===== config.mk =====
export PLATFORM = sky130hd
export DESIGN_NAME = quad_encoder_gen
export DESIGN_NICKNAME = d
export VERILOG_FILES = /design/src/rtl/quad_encoder_gen_pkg.sv /design/src/rtl/tick_timer.sv /design/src/rtl/quad_encoder_gen.sv
export SDC_FILE = /design/constraint.sdc
export NUM_CORES = 1
export LEC_CHECK = 0
export ABC_AREA = 1
export BUFFER_PORTS_ARGS = -buffer_cell sky130_fd_sc_hd__buf_4
export CORE_MARGIN = 3
export CORE_UTILIZATION = 33
export CTS_CLUSTER_DIAMETER = 150
export DETAILED_ROUTE_END_ITERATION = 8
export GPL_TIMING_DRIVEN = 0
export PLACE_DENSITY = 0.47
export SKIP_LAST_GASP = 1
export SLEW_MARGIN = 20
export SYNTH_ARGS = -nofsm -noshare
export SYNTH_HDL_FRONTEND = slang
export SYNTH_SLANG_ARGS = --single-unit

===== constraint.sdc =====
create_clock -name clk -period 3.4 [get_ports clk]
set_input_delay 0.68 -clock clk [delete_from_list [all_inputs] [get_ports clk]]
set_output_delay 0.68 -clock clk [all_outputs]
set_load 0.005 [all_outputs]

===== src/rtl/quad_encoder_gen_pkg.sv =====
// Shared types, (a,b) phase patterns and counter limits for the quadrature encoder emulator.
package quad_gen_pkg;

  typedef enum logic [2:0] {IDLE, S1, S2, S3, S4} step_state_t;
  typedef enum logic [1:0] {B_IDLE, B_LOW, B_GAP} btn_state_t;

  // (a,b) per phase packed as {S4,S3,S2,S1}; both rest at 11 in S4.
  localparam logic [7:0] CW_AB  = {2'b11, 2'b10, 2'b00, 2'b01};
  localparam logic [7:0] CCW_AB = {2'b11, 2'b01, 2'b00, 2'b10};

  function automatic int sat_limit(input int cnt_w);
    return (1 << (cnt_w - 1)) - 1;
  endfunction

  function automatic logic [1:0] phase_ab(input step_state_t st, input logic ccw_dir);
    logic [7:0] pat;
    pat = ccw_dir ? CCW_AB : CW_AB;
    case (st)
      S1:      return pat[1:0];
      S2:      return pat[3:2];
      S3:      return pat[5:4];
      S4:      return pat[7:6];
      default: return 2'b11;
    endcase
  endfunction

endpackage


===== src/rtl/tick_timer.sv =====
// Down-counting phase timer: load starts a TICKS-cycle interval, expired marks its last cycle.
module tick_timer #(
  parameter int TICKS = 1
) (
  input  logic clk,
  input  logic rst,
  input  logic load,
  output logic expired
);

  localparam int TW = (TICKS > 1) ? $clog2(TICKS) : 1;

  logic [TW-1:0] cnt_q, cnt_d;

  always_comb begin
    cnt_d = cnt_q;
    if (load) begin
      cnt_d = TW'(TICKS - 1);
    end else if (cnt_q != '0) begin
      cnt_d = cnt_q - TW'(1);
    end
  end

  always_ff @(posedge clk or posedge rst) begin
    if (rst) begin
      cnt_q <= '0;
    end else begin
      cnt_q <= cnt_d;
    end
  end

  assign expired = (cnt_q == '0);

endmodule


===== src/rtl/quad_encoder_gen.sv =====
// Quadrature encoder emulator: turns cw/ccw/prs pulses into held a/b/btn levels,
// with a saturating signed queue of pending steps and an independent button sequencer.
module quad_encoder_gen
  import quad_gen_pkg::*;
#(
  parameter int PHASE_TICKS = 10000,
  parameter int PRESS_TICKS = 10000,
  parameter int CNT_W       = 4
) (
  input  logic clk,
  input  logic rst,
  input  logic cw,
  input  logic ccw,
  input  logic prs,
  output logic a,
  output logic b,
  output logic btn,
  output logic busy,
  output logic ovf
);

  localparam int SW  = CNT_W + 2;
  localparam int LIM = sat_limit(CNT_W);
  localparam logic signed [SW-1:0] ONE   = SW'(1);
  localparam logic signed [SW-1:0] M_ONE = SW'(-1);
  localparam logic signed [SW-1:0] LIM_P = SW'(LIM);
  localparam logic signed [SW-1:0] LIM_N = SW'(-LIM);

  step_state_t st_q, st_d;
  btn_state_t  bst_q, bst_d;
  logic signed [CNT_W-1:0] pend_q, pend_d;
  logic dir_q, dir_d;
  logic a_q, a_d, b_q, b_d, btn_q, btn_d, busy_q, busy_d, ovf_q, ovf_d;
  logic ph_load, ph_exp, pr_load, pr_exp;
  logic deq, step_ovf, btn_ovf;
  logic signed [SW-1:0] req_v, deq_v, sum;

  tick_timer #(.TICKS(PHASE_TICKS)) u_phase_timer (
    .clk     (clk),
    .rst     (rst),
    .load    (ph_load),
    .expired (ph_exp)
  );

  tick_timer #(.TICKS(PRESS_TICKS)) u_press_timer (
    .clk     (clk),
    .rst     (rst),
    .load    (pr_load),
    .expired (pr_exp)
  );

  // Step FSM: a new step is taken from the queue on leaving IDLE or on S4 expiry.
  always_comb begin
    st_d    = st_q;
    dir_d   = dir_q;
    ph_load = 1'b0;
    deq     = 1'b0;
    case (st_q)
      IDLE: begin
        if (pend_q != '0) begin
          st_d    = S1;
          dir_d   = pend_q[CNT_W-1];
          ph_load = 1'b1;
          deq     = 1'b1;
        end
      end
      S1: if (ph_exp) begin st_d = S2; ph_load = 1'b1; end
      S2: if (ph_exp) begin st_d = S3; ph_load = 1'b1; end
      S3: if (ph_exp) begin st_d = S4; ph_load = 1'b1; end
      S4: begin
        if (ph_exp) begin
          if (pend_q != '0) begin
            st_d    = S1;
            dir_d   = pend_q[CNT_W-1];
            ph_load = 1'b1;
            deq     = 1'b1;
          end else begin
            st_d = IDLE;
          end
        end
      end
      default: st_d = IDLE;
    endcase
  end

  // Request and dequeue are netted in a widened sum before clamping.
  always_comb begin
    req_v = '0;
    if (cw && !ccw) req_v = ONE;
    if (ccw && !cw) req_v = M_ONE;
    deq_v = '0;
    if (deq) deq_v = pend_q[CNT_W-1] ? M_ONE : ONE;
    sum      = SW'(pend_q) + req_v - deq_v;
    step_ovf = 1'b0;
    pend_d   = $signed(sum[CNT_W-1:0]);
    if (sum > LIM_P) begin
      pend_d   = CNT_W'(LIM);
      step_ovf = 1'b1;
    end else if (sum < LIM_N) begin
      pend_d   = CNT_W'(-LIM);
      step_ovf = 1'b1;
    end
  end

  always_comb begin
    bst_d   = bst_q;
    pr_load = 1'b0;
    btn_ovf = 1'b0;
    case (bst_q)
      B_IDLE: begin
        if (prs) begin
          bst_d   = B_LOW;
          pr_load = 1'b1;
        end
      end
      B_LOW: begin
        btn_ovf = prs;
        if (pr_exp) begin
          bst_d   = B_GAP;
          pr_load = 1'b1;
        end
      end
      B_GAP: begin
        btn_ovf = prs;
        if (pr_exp) bst_d = B_IDLE;
      end
      default: bst_d = B_IDLE;
    endcase
  end

  // Outputs are registered from next-state so they change on the same edge as the FSMs.
  always_comb begin
    {a_d, b_d} = phase_ab(st_d, dir_d);
    btn_d      = (bst_d != B_LOW);
    busy_d     = (st_d != IDLE) || (pend_d != '0) || (bst_d != B_IDLE);
    ovf_d      = step_ovf | btn_ovf;
  end

  always_ff @(posedge clk or posedge rst) begin
    if (rst) begin
      st_q   <= IDLE;
      bst_q  <= B_IDLE;
      pend_q <= '0;
      dir_q  <= 1'b0;
      a_q    <= 1'b1;
      b_q    <= 1'b1;
      btn_q  <= 1'b1;
      busy_q <= 1'b0;
      ovf_q  <= 1'b0;
    end else begin
      st_q   <= st_d;
      bst_q  <= bst_d;
      pend_q <= pend_d;
      dir_q  <= dir_d;
      a_q    <= a_d;
      b_q    <= b_d;
      btn_q  <= btn_d;
      busy_q <= busy_d;
      ovf_q  <= ovf_d;
    end
  end

  assign a    = a_q;
  assign b    = b_q;
  assign btn  = btn_q;
  assign busy = busy_q;
  assign ovf  = ovf_q;

endmodule

==> flow_summary.toml, run 1 <==
[cts]
cts_inserted_buffers = 5
cts_max_level = 2
cts.sinks = 43
root_buffer = "clkbuf_8"
cts_tree = "built"
cts_buffer_depth = 2
clk_latency_ps = 300
clk_pin_slew_ps = 90
holdBufCountCts = 0

[logic_synthesis]
syn_nets = 398
syn_inst = 375
synth_common_cells = "nand2_1 (83), inv_1 (56), dfrtp_1 (40), nor2_1 (39), nand3_1 (30)"
synth_async_sr_flop_share = 1.00
yosys.cell_count.top_type = "nand2_1"
syn_avg_cell_area_um2 = 7.79
ys_types = 40
netlist_area_um2 = 2920
ys_ff_latch = 43
yosysTopAreaCell = "dfrtp_1"
synth.area.top_cells = "dfrtp_1 (34%), nand2_1 (11%), inv_1 (7.2%), ha_1 (6.4%), nand3_1 (5.1%)"
yosysWarnings = 0
ys_seq_area_frac = 0.370
synth_edf_count = 0
netlist.area_leader.share = 0.343
synth_ff_type = "dfrtp_1"

[cells_and_area]
stdcell_area_um2 = 3310
drive_above_1_share = 0.208
fin_util = 0.392
fin_nets = 421
diodes = 0
nFillCells = 909
synthToLayoutAreaGrowth_pct = 13.2

[setup_path]
max_stage_delay_ps = 500
critPathSlowestCell = "fa_1"
start_kind = "flop"
critPathMaxFanout = 4
crit_path_cell_trace = "nor2_4 > nand2_4 > nor2_4 > nand2_4 > nand2_4 > nand3_4 > nor2_4 > inv_1 > fa_1 > inv_1 > fa_2 > nand3b_1 > nand3_1 > nand2_1 > o21ai_2 > nand2_1 > or2_1"
critPathKind = "reg2reg"
cp-end-kind = "flop"
r2r_cells = 17
worst_ep_arrival_time_ps = 3380
required_ps = 3580

[outcome]
status = "finished, final reports clean"

[sta]
slew-limit-headroom = 0.731
max_freq_ghz = 0.313
clock_skew_ps = 9.43
hold_viol_final = 0
drv_slew = 0
hold_slack_ps = 369
finalCriticalPeriod_ps = 3190
period_share = 0.940
tightest_slew_ps = 403
setup_viol = 0
rsz0062_at_grt = "false"
fin_tns_setup_ps = 0

[global_route]
grt-ovfl-total = 0
grt_util_all_layers = 0.123
grt_pass1_wl_mm = 10.0
antenna_found_initial = 0
first_global_vias = 2196
grt_max_degree = 27

[power]
p_leak_uw = 0.00161
peakVddDrop_uv = 404
power_density_nw_per_um2 = 699
total_power_uw = 2310

[route]
vias = 2303
viasPerCell = 4.57
ant_nets = 0
drc_errors = 0
drt-pass1-iter-count = 4
route.detailed.wl_per_inst_um = 11.5
drtIter0Drc = 70
routed_wl_mm = 5.78

[die]
initial_utilization = 0.347
core_area_um2 = 8420
die_h_um = 100
rows = 33
boundaryPins = 10
fp.dieW_um = 100
dieArea_um2 = 10000

[hold_path]
min_path_type = "in2async"

[placement]
place.gp.congestion = 0.819
place_area_um2 = 3140
place_hpwl_mm = 4.46
io_buffer_count = 9

[job]
drv_cap = 0
## flip-flops by register name (all words and copies together) (netlist names)
register and cells:
ovf 1, a 1, bst_q 2, b 1, u_press_timer.cnt_q 14, st_q 3
dir_q 1, pend_q 4, btn 1, u_phase_timer.cnt_q 14, busy 1
## timing repair
| action | in CTS | in global routing |
|---|---|---|
| resized for setup | 5 | 9 |
| buffers inserted | 1 | 5 |
| endpoints found under the setup margin | 5 | 5 |
| pin swaps | 0 | 4 |
## layout by cell type (no fill, tap or decap), types with 6 or more instances in the layout
master   synthesis  final
inv_1           56     53
nor3_1           8      8
o21ai_0         11     11
a21oi_1         14     13
nor2_1          39     37
buf_4            0     15
inv_2            3      6
ha_1            15     14
nor2_2           9      8
nand2_2          7      7
nor2_4           3      6
dfrtp_1         40     38
nand3_2          5      6
nand2_1         83     83
nand3_1         30     29
## per-layer routing
metal / up-vias / GRT usage / share of wire / wire length (um)
li1: 1237 / - / - / -
met4: 0 / 0.0404 / 0.013 / 77
met5: - / 0 / 0 / 0
met3: 7 / 0.0167 / 0.027 / 157
met1: 1035 / 0.182 / 0.52 / 3010
met2: 24 / 0.186 / 0.44 / 2530
## report_power, final
group          internal [uW]  switching [uW]  total, uW
registers                635            69.2        704
clock network            145             179        323
logic                    499             785       1280
## cell families after synthesis
family                     count (synthesis)  synth area share
xor gates and xnor gates                  10            0.0300
AOI/OAI and AO/OA                         36            0.0758
buffers and inverters                     63            0.0831
and+or+nand+nor                          205             0.356
DFF                                       43             0.370
adders and majority gates                 18            0.0848
## path summary, 6_finish.rpt
path,start,endpoint,slack (ps)
worst max-delay path,u_phase_timer.cnt_q[4],pend_q[0],210
worst min-delay path,rst,u_press_timer.cnt_q[8],370
worst max register to register,u_phase_timer.cnt_q[4],pend_q[0],210
worst min register to register,u_press_timer.cnt_q[6],u_press_timer.cnt_q[6],490
max in group asynchronous,rst,b,2480
min in group clk,u_press_timer.cnt_q[6],u_press_timer.cnt_q[6],490
## area by class of cell
cell class | instances | area [um2] | share of cell area
clock buffers | 7 | 76.3 | 0.0231
multi-input cells | 269 | 1640 | 0.495
inverters | 62 | 238 | 0.0719
plain buffers | 1 | 5.00 | 0.00151
clock inverters | 1 | 5.00 | 0.00151
flip-flops and latches | 43 | 1080 | 0.327
repair buffers | 16 | 133 | 0.0401
well taps | 105 | 131 | 0.0397
## critical path: cells and delay by family, from the launching register on
kind | cells | cell delay [ps]
buffers and inverters | 2 | 130
adders and majority gates | 2 | 890
DFF | 1 | 440
and+or+nand+nor | 12 | 1420
AOI/OAI and AO/OA | 1 | 190
## per-stage QoR
stage | instances | setup WS [ps]
2_1_floorplan | 375 | 157
3_3_place_gp | 489 | -181
3_5_place_dp | 490 | -208
4_1_cts | 499 | -5.86
5_1_grt | 504 | 15.8
6_report | 504 | 205
Power figures use the tool's default switching activity.
==> inputs of run 2 (changes only) <==
- CTS_BUF_LIST: default -> sky130_fd_sc_hd__clkbuf_16
==> run 2 against run 1 <==
Critical path depth stayed put. Worst hold slack gained 21 ps. Cell area is 1.7% higher. Utilization grew 0.67 points. First-iteration DRC count increased by 24%. Power grew 5.8%. Via count increased by 0.17%. Global-route usage is 0.10 points higher.
==> flow_summary.toml, run 2 (synthesized netlist as in run 1, its figures left out) <==
[power]
combPwrFrac = 0.525
p_leak_uw = 0.00165
clkPwrFrac = 0.187
peakVddDrop_uv = 403
p_sw_uw = 1040
power_frac_seq = 0.289
p_sw_frac = 0.427
p_int_uw = 1400
power_density_nw_per_um2 = 728

[cts]
cts_inserted_buffers = 5
cts_tree = "built"
cts_buffer_depth = 2
cts.sinks = 43
clk_latency_ps = 280
clk_pin_slew_ps = 60
holdBufCountCts = 0
cts_max_level = 2
root_buffer = "clkbuf_16"

[sta]
slew-limit-headroom = 0.729
finalCriticalPeriod_ps = 3190
hold_viol_final = 0
hold_slack_ps = 390
tightest_slew_ps = 407
drv_slew = 0
setup_viol = 0
rsz0062_at_grt = "false"
max_freq_ghz = 0.314
period_share = 0.937
clock_skew_ps = 7.37

[placement]
place.gp.congestion = 0.819
place_hpwl_mm = 4.46
dp_cells = 490
io_buffer_count = 9

[global_route]
grt_pass1_wl_mm = 10.1
grt_util_all_layers = 0.124
grt_max_degree = 27
grt-ovfl-total = 0
antenna_found_initial = 0
first_global_vias = 2188

[route]
vias = 2307
routed_wl_mm = 5.78
route.detailed.wl_per_inst_um = 11.5
viasPerCell = 4.58
drt-pass1-iter-count = 4
drc_errors = 0
ant_nets = 0
drtIter0Drc = 87

[die]
die_h_um = 100
fp.dieW_um = 100
boundaryPins = 10
rows = 33
dieArea_um2 = 10000
initial_utilization = 0.347
core_area_um2 = 8420

[cells_and_area]
fin_nets = 421
drive_above_1_share = 0.208
final_cell_count_no_fill = 504
top_regs = "u_phase_timer.cnt_q x14, u_press_timer.cnt_q x14, pend_q x4"
fin_util = 0.399
diodes = 0
synthToLayoutAreaGrowth_pct = 15.1
layout_common_cells = "nand2_1 (83), inv_1 (55), dfrtp_1 (38)"
final_common_cell = "nand2_1"

[setup_path]
cp-end-kind = "flop"
required_ps = 3560
start_kind = "flop"
critPathKind = "reg2reg"
worst_ep_arrival_time_ps = 3350
critPathMaxFanout = 4

[outcome]
status = "finished, final reports clean"

[job]
drv_cap = 0

[hold_path]
min_path_type = "in2async"
[run 2: cell count changes in the layout (fill, tap and decap cells not counted)]
cell,previous run,this run
clkbuf_16,0,5
clkbuf_8,5,0
clkbuf_1,2,0
inv_1,53,55
[run 2: stage by stage]
stage                     setup WS [ps]  cell area (um2)  TNS [ps]  power, uW
after global routing               22.7             3360         0       2730
after floorplan                     157             2920         0       1650
final                               213             3360         0       2450
after detailed placement           -208             3140      -602       1920
after global placement             -181             3120      -515       1920
after CTS                          2.77             3300         0       2450
[run 2: layer usage]
metal,global-route usage,vias to the layer above,wire length (um)
li1,-,1238,-
met1,0.181,1050,3070
met2,0.188,14,2570
met3,0.0188,5,77
met4,0.0435,0,70
met5,0,-,0
[run 2: worst paths after layout]
path                                          from                       to  slack (ps)  cells past startpoint
min reg2reg                u_press_timer.cnt_q[13]  u_press_timer.cnt_q[13]         490                      2
max                         u_phase_timer.cnt_q[4]                pend_q[0]         210                     17
min in group clk           u_press_timer.cnt_q[13]  u_press_timer.cnt_q[13]         490                      2
max reg2reg                 u_phase_timer.cnt_q[4]                pend_q[0]         210                     17
max in group asynchronous                      rst                        b        2460                      3
min                                            rst   u_press_timer.cnt_q[8]         390                      2
[run 2: power groups by stage]
stage / sequential (uW) / clock (uW) / combinational [uW]
finish: 706 / 457 / 1280
global route: 718 / 494 / 1510
CTS: 707 / 476 / 1260
detailed placement: 717 / 0 / 1210
global placement: 715 / 0 / 1200
floorplan: 701 / 0 / 947
[run 2: worst max-delay path: stages, from the launching register on]
cell and delay (ps):
dfrtp_1 430, nor2_4 170, nand2_4 100, nor2_4 130, nand2_4 70, nand2_4 60, nand3_4 80, nor2_4 140
inv_1 60, fa_1 500, inv_1 70, fa_2 390, nand3b_1 190, nand3_1 100, nand2_1 90, o21ai_2 190
nand2_1 90, or2_1 200
[run 2: area by class of cell]
type                       count  area (um2)
clock inverter                 3        12.5
tap                          105         131
clock buffer                   5         125
inverter                      62         238
sequential                    43        1080
buffer                         1        5.00
fill                         899        5060
timing repair buffer          16         133
multi-input combinational    269        1640
[run 2: timing repair]
item | in CTS | in global routing
endpoints found under the setup margin | 5 | 5
gates resized for setup | 5 | 9
pin swaps | 0 | 4
setup buffers | 1 | 5
==> inputs of run 3 (changes only) <==
- SYNTH_HIERARCHICAL: default -> 1
==> run 3 against run 2 <==
Power down 5.8%. Clock-buffer cell count unchanged. Maximum frequency down 1.1%. Synthesized cell count unchanged. Utilization up 0.38 points. Global-route usage down 0.080 points. Critical path type unchanged.
==> flow_summary.toml, run 3 <==
[outcome]
status = "finished, final reports clean"

[power]
p_leak_uw = 0.00173
power_density_nw_per_um2 = 682
total_power_uw = 2300
peakVddDrop_uv = 480

[global_route]
grt_pass1_wl_mm = 10.0
first_global_vias = 2172
antenna_found_initial = 0
use_met3 = 0.0292
grt_util_all_layers = 0.123
globalRoute.busiestLayer = "met2"
grt-ovfl-total = 0
grt_max_degree = 16
met1_usage = 0.174
use_met2 = 0.191

[cts]
clk_latency_ps = 280
cts_inserted_buffers = 5
cts_buffer_depth = 2
cts_max_level = 2
clk_pin_slew_ps = 60
root_buffer = "clkbuf_16"
cts.sinks = 43
cts_tree = "built"

[sta]
slew-limit-headroom = 0.600
period_share = 0.947
clock_skew_ps = 7.45
finalCriticalPeriod_ps = 3220
setup_viol = 0
fin_ws_ps = 179
hold_viol_final = 0
max_freq_ghz = 0.310
tightest_slew_ps = 599
drv_slew = 0

[logic_synthesis]
yosys.cell_count.top_type = "nand2_1"
ys_ff_latch = 43
synth_ff_type = "dfrtp_1"
netlist_area_um2 = 2920
ys_types = 31
ys_seq_area_frac = 0.370
yosysTopAreaCell = "dfrtp_1"
syn_nets = 397
netlist.area_leader.share = 0.343
yosysWarnings = 6
syn_avg_cell_area_um2 = 7.78
synth_common_cells = "nand2_1 (77), inv_1 (66), nand3_1 (44), dfrtp_1 (40), nor2_1 (35)"
synth.area.top_cells = "dfrtp_1 (34%), nand2_1 (9.9%), inv_1 (8.5%), nand3_1 (7.6%), ha_1 (6.0%)"
syn_inst = 375
synth_edf_count = 0
synth_async_sr_flop_share = 1.00

[route]
viasPerCell = 4.62
route.detailed.wl_per_inst_um = 11.5
routed_wl_mm = 5.81
ant_nets = 0
vias = 2343
drtIter0Drc = 75
drt-pass1-iter-count = 4
drc_errors = 0

[setup_path]
worst_ep_arrival_time_ps = 3380
r2r_slack_ps = 180
start_kind = "flop"
critPathMaxFanout = 4
required_ps = 3560
cp-end-kind = "flop"
critPathKind = "reg2reg"

[cells_and_area]
stdcell_area_um2 = 3380
layout_common_cells = "nand2_1 (76), inv_1 (62), nand3_1 (42)"
diodes = 0
multiInputGateArea_um2 = 1580
synthToLayoutAreaGrowth_pct = 15.8
final_common_cell = "nand2_1"
regArea_um2 = 1080
fin_nets = 423
top_regs = "u_phase_timer/cnt_q x14, u_press_timer/cnt_q x14, pend_q x4"
drive_above_1_share = 0.226
nFillCells = 866
fin_util = 0.403

[die]
die_h_um = 100
initial_utilization = 0.348
boundaryPins = 10
rows = 33
dieArea_um2 = 10000
core_area_um2 = 8380
fp.dieW_um = 100

[hold_path]
min_path_type = "in2async"

[placement]
place_hpwl_mm = 4.52
io_buffer_count = 9
pre_cts_slack_ps = -177
place_area_um2 = 3120
place.gp.congestion = 0.763

[job]
drv_cap = 0
run 3: final timing paths:
path,start,to,cells after the start
max,u_phase_timer/cnt_q[8],busy,20
min,rst,u_phase_timer/cnt_q[10],2
max reg2reg,u_phase_timer/cnt_q[8],busy,20
min reg2reg,u_phase_timer/cnt_q[13],u_phase_timer/cnt_q[13],2
max in group asynchronous,rst,u_press_timer/cnt_q[7],2
min in group clk,u_phase_timer/cnt_q[13],u_phase_timer/cnt_q[13],2
run 3: kinds of logic (layout without fill, tap and decap cells):
| family | after synthesis | count (layout) | synth area share |
|---|---|---|---|
| and+or+nand+nor | 209 | 209 | 0.379 |
| xor gates and xnor gates | 1 | 1 | 0.00300 |
| AOI/OAI and AO/OA | 30 | 30 | 0.0639 |
| adders and majority gates | 17 | 17 | 0.0807 |
| buffers and inverters | 75 | 102 | 0.103 |
| DFF | 43 | 43 | 0.370 |
run 3: timing repair:
action / CTS / global route
resized for setup: 6 / 11
endpoints found under the setup margin: 5 / 5
buffers inserted: 0 / 10
hold buffers: 0 / 0
pin swaps: 1 / 12
run 3: layout make-up:
type | instances | area share
Buffer | 2 | 0.00815
Clock inverter | 3 | 0.00333
Clock buffer | 5 | 0.0371
Timing Repair Buffer | 19 | 0.0422
Tap cell | 105 | 0.0389
Multi-Input combinational cell | 257 | 0.469
Sequential cell | 43 | 0.320
Inverter | 73 | 0.0819
run 3: layer usage:
layer,wire length (um),share of wire,vias up
met1,2980,0.51,1083
met4,30,0.0052,0
met3,199,0.034,2
met5,0,0,-
li1,-,-,1235
met2,2610,0.45,23
run 3: report_power, final:
part | switching (uW) | total, uW | internal (uW)
clock network | 188 | 452 | 264
logic | 614 | 1050 | 440
registers | 132 | 799 | 666
run 3: critical path: stages (launching register included):
cell and delay (ps):
dfrtp_1 430, nor2_2 140, nand2_2 90, nor2_4 160
nand2_4 90, inv_4 70, nor2_2 50, nor2_4 90
inv_2 50, nor2_4 90, inv_2 70, fa_1 590
inv_2 50, fa_2 560, inv_2 50, nor2_4 120
nand2_1 60, nand3_1 100, o21ai_2 90, nand2_1 80
nand3_1 70
run 3: per-stage QoR:
step,TNS [ps],hold slack (ps),std cells
after floorplan,0,456,375
final,0,475,507
after global placement,-765,467,489
after global routing,-25.1,500,507
after detailed placement,-716,474,489
after CTS,0,487,497
